[src/rtl/mult_datapath.sv]
// Repeated-addition multiplier datapath: operand registers A and B (down-counter),
// product accumulator P, and the eqz/busy status returned to the control FSM.
module mult_datapath #(
   parameter int WIDTH = 8
) (
   input  logic                 clk,
   input  logic                 rst,
   input  logic [WIDTH-1:0]     data_in,
   input  logic                 ld_a,
   input  logic                 ld_b,
   input  logic                 ld_p,
   input  logic                 dec,
   input  logic                 clr,
   output logic                 eqz,
   output logic [2*WIDTH-1:0]   product,
   output logic                 busy
);

   logic [WIDTH-1:0]   a_reg, a_next;
   logic [WIDTH-1:0]   b_reg, b_next;
   logic [2*WIDTH-1:0] p_reg, p_next;
   logic               busy_reg, busy_next;
   logic               b_zero;

   assign b_zero = (b_reg == '0);

   always_comb begin
      a_next    = a_reg;
      b_next    = b_reg;
      p_next    = p_reg;
      busy_next = busy_reg;

      if (ld_a)
         a_next = data_in;

      if (ld_b)
         b_next = data_in;
      else if (dec && !b_zero)
         b_next = b_reg - 1'b1;

      // Accumulation is gated by B != 0 so the cycle in which the FSM
      // observes eqz cannot add one extra A; a_reg is the pre-edge value.
      if (clr)
         p_next = '0;
      else if (ld_p && !b_zero)
         p_next = p_reg + {{WIDTH{1'b0}}, a_reg};

      if (ld_b)
         busy_next = (data_in != '0);
      else if (dec && (b_reg == WIDTH'(1)))
         busy_next = 1'b0;
   end

   always_ff @(posedge clk or negedge rst) begin
      if (!rst) begin
         a_reg    <= '0;
         b_reg    <= '0;
         p_reg    <= '0;
         busy_reg <= 1'b0;
      end else begin
         a_reg    <= a_next;
         b_reg    <= b_next;
         p_reg    <= p_next;
         busy_reg <= busy_next;
      end
   end

   assign eqz     = b_zero;
   assign product = p_reg;
   assign busy    = busy_reg;

endmodule

[config.mk]
export PLATFORM = sky130hd
export DESIGN_NAME = mult_datapath
export DESIGN_NICKNAME = d
export VERILOG_FILES = /design/src/rtl/mult_datapath.sv
export SDC_FILE = /design/constraint.sdc
export NUM_CORES = 1
export LEC_CHECK = 0
export BUFFER_PORTS_ARGS = -buffer_cell sky130_fd_sc_hd__buf_2
export CORE_MARGIN = 2
export CORE_UTILIZATION = 55
export CTS_CLUSTER_SIZE = 16
export DETAILED_ROUTE_END_ITERATION = 6
export PLACE_DENSITY_LB_ADDON = 0.3
export SLEW_MARGIN = 0
export SYNTH_ARGS = -nofsm -noshare
export SYNTH_HDL_FRONTEND = slang
export SYNTH_SLANG_ARGS = --single-unit
export TNS_END_PERCENT = 100
[constraint.sdc]
create_clock -name clk -period 2.6 [get_ports clk]
set_clock_uncertainty 0.2 [all_clocks]
set_input_delay 0.13 -clock clk [delete_from_list [all_inputs] [get_ports clk]]
set_output_delay 0.13 -clock clk [all_outputs]
set_load 0.02 [all_outputs]
==> results_dict.tcl <==
set metrics [dict create \
    outcome "complete, no violations" \
    vdd_ir_drop_max_v 0.000456 \
    crit_type "reg2reg" \
    grt_pass1_wl_um 8360 \
    synth_cells 199 \
    n_antenna_cell 0 \
    critPathMaxFanout 5 \
    syn_nets 225 \
    place_ws_ns 0.134 \
    ys_types 43 \
    hold_class "in2reg" \
    final_nets 283 \
    clockBufferDepth 2 \
    pin_count 33 \
    drive_gt1_frac 0.248 \
    drc 0 \
    max-cap-violations 0 \
    rows 21 \
    grt_pass1_vias 1790 \
    worstMarginPinSlew_ns 0.742 \
    first_pass_iters 4 \
    grt_max_degree 34 \
    die_y_um 63.0 \
    vias 1771 \
    wl_per_cell_um 16.6 \
    required_ns 2.65 \
    async_reset_ff_frac 1.00 \
    io_buffers 32 \
    fin_crit_sh 0.970 \
    synth_edf_count 0 \
    period_minus_slack_ns 2.52 \
    antenna_found_initial 0 \
    dieWidth_um 63.0 \
    fmax_mhz 397 \
    power_leakage_nw 1.13 \
    yosysTopAreaCellShare 0.431 \
    finalSetupTns_ns 0 \
    seq_area_frac_synth 0.431 \
    final_max_slew_viol_count 0 \
    end_kind "flop" \
    initialDrtViolationCount 107 \
    numCtsBuffers 5 \
    layout_setup_ws_ns 0.0789 \
    fp.coreArea_sq_mm 0.00334 \
    yosysTopAreaCell "dfrtp_1" \
    synth_seq_cells 33 \
    clk_latency_ns 0.35 \
    cp-start-kind "flop" \
    grtUsageTotal 0.272 \
    synthFlopType "dfrtp_1" \
    syn_area_per_cell_sq_um 9.63 \
    largest_reg_flops 16 \
    utilization 0.736 \
    start_util 0.574 \
    drt-total-wl_um 5040 \
    hold_depth 4 \
    synth_area_sq_mm 0.00192 \
    slew_headroom 0.505 \
    cp.arrival_ns 2.57 \
    ys_top_cells_by_area "dfrtp_1 43%, ha_1 6.5%, nand2_1 4.9%, a21oi_1 4.7%, mux2_2 4.1%" \
    tritoncts "yes" \
    gp_congestion 0.807 \
    hold_viol 0 \
    clk_pin_slew_ns 0.12 \
    powerDensity_mw_per_mm2 589 \
    cts_sinks 33 \
    setup-violations-final 0 \
    rsz0062_at_grt "false" \
    worstRegToRegCells 6 \
    viasPerCell 5.83 \
    synthToLayoutAreaGrowth_pct 28.1 \
    dp_hpwl_um 3030 \
    grt_overflow 0 \
    dieArea_sq_mm 0.00397 \
    cts-root-buf "clkbuf_4" \
    ys_warn_count 0 \
    ant_nets 0 \
    cts.htree.levels 2 \
]
## placed cells by master (no fill, tap or decap), drive strengths merged, types with 4 or more instances in the layout
cell type	n
buf	36
xor2	5
o21ai	18
inv	7
nand2	25
dfrtp	33
or4	6
nor2	10
dlygate4sd3	21
mux2	8
ha	10
clkbuf	7
a211oi	5
nand3	6
xnor2	4
a21oi	19
## critical path, cell delays in order (launching register included)
cell,delay (ns)
dfrtp_2,0.47
or4b_4,0.50
a211oi_2,0.25
and2b_1,0.17
xnor2_1,0.15
o21ai_1,0.12
dlygate4sd3_1,0.57
## per-stage QoR
| stage | hold slack [ns] | area, sq um | power, mW | cells |
|---|---|---|---|---|
| floorplan | -0.366 | 1920 | 0.862 | 199 |
| global placement | 0.0330 | 2120 | 0.956 | 273 |
| detailed placement | 0.0341 | 2120 | 0.968 | 273 |
| CTS | 0.0465 | 2420 | 1.41 | 302 |
| global route | 0.0657 | 2460 | 1.51 | 304 |
| finish | 0.0427 | 2460 | 1.45 | 304 |
## logic make-up (layout without fill, tap and decap cells)
family,Yosys count,after routing,share of synthesized area
mux,8,8,0.0470
flops,33,33,0.431
fa+ha+maj,11,11,0.0757
xor+xnor,9,9,0.0411
compound gates,55,55,0.180
buf+inv,13,72,0.0268
simple gates,70,70,0.199
## layout make-up
| class | instances | area (sq um) |
|---|---|---|
| Inverter | 7 | 26.3 |
| Tap cell | 46 | 57.6 |
| Fill cell | 242 | 881 |
| Clock inverter | 1 | 30.0 |
| Timing Repair Buffer | 57 | 400 |
| Sequential cell | 33 | 827 |
| Multi-Input combinational cell | 153 | 1060 |
| Clock buffer | 7 | 55.1 |
## synth_stat cells, types with 2 or more instances
| cell type | n |
|---|---|
| o31ai_1 | 3 |
| ha_1 | 10 |
| xor2_1 | 5 |
| a31oi_1 | 2 |
| dfrtp_1 | 33 |
| mux2_2 | 7 |
| inv_1 | 7 |
| a21oi_1 | 18 |
| a21o_1 | 3 |
| o21ai_1 | 5 |
| nor2_1 | 10 |
| or4_1 | 6 |
| and3_1 | 3 |
| nand2_1 | 25 |
| nor3_1 | 2 |
| clkbuf_1 | 4 |
| a211oi_1 | 4 |
| nand2b_1 | 3 |
| o21ai_0 | 12 |
| xnor2_1 | 4 |
| buf_2 | 2 |
| nand3_1 | 6 |
| or3_1 | 3 |
| nor2b_1 | 3 |
## worst paths after layout
kind / start / to / slack, ns
max reg2reg: b_reg[2]$_DFFE_PN0P_ / b_reg[5]$_DFFE_PN0P_ / 0.08
min: ld_p / product[5]$_DFFE_PN0P_ / 0.04
min in group asynchronous: rst / product[3]$_DFFE_PN0P_ / 0.17
max in group asynchronous: rst / b_reg[2]$_DFFE_PN0P_ / 1.50
max: b_reg[2]$_DFFE_PN0P_ / b_reg[5]$_DFFE_PN0P_ / 0.08
min reg2reg: a_reg[0]$_DFFE_PN0P_ / a_reg[0]$_DFFE_PN0P_ / 0.34
## metal layers
metal	track usage	up-vias	wire length [um]
met5	0	-	0
li1	-	838	-
met4	0.139	0	173
met2	0.436	76	2460
met1	0.337	840	2060
met3	0.0739	17	340
## where the power goes
| group | total (mW) | switching, mW | internal [mW] |
|---|---|---|---|
| logic | 0.417 | 0.235 | 0.182 |
| registers | 0.607 | 0.0479 | 0.559 |
| clock network | 0.421 | 0.192 | 0.230 |
| total | 1.45 | 0.475 | 0.971 |
## what timing repair did
item / in CTS / in global routing
buffers inserted: 0 / 2
setup endpoints to repair: 0 / 5
hold buffers: 21 / 0
endpoints found under the hold margin: 54 / 0
resized for setup: 0 / 5
No activity file was read; power rests on OpenSTA's default activity.
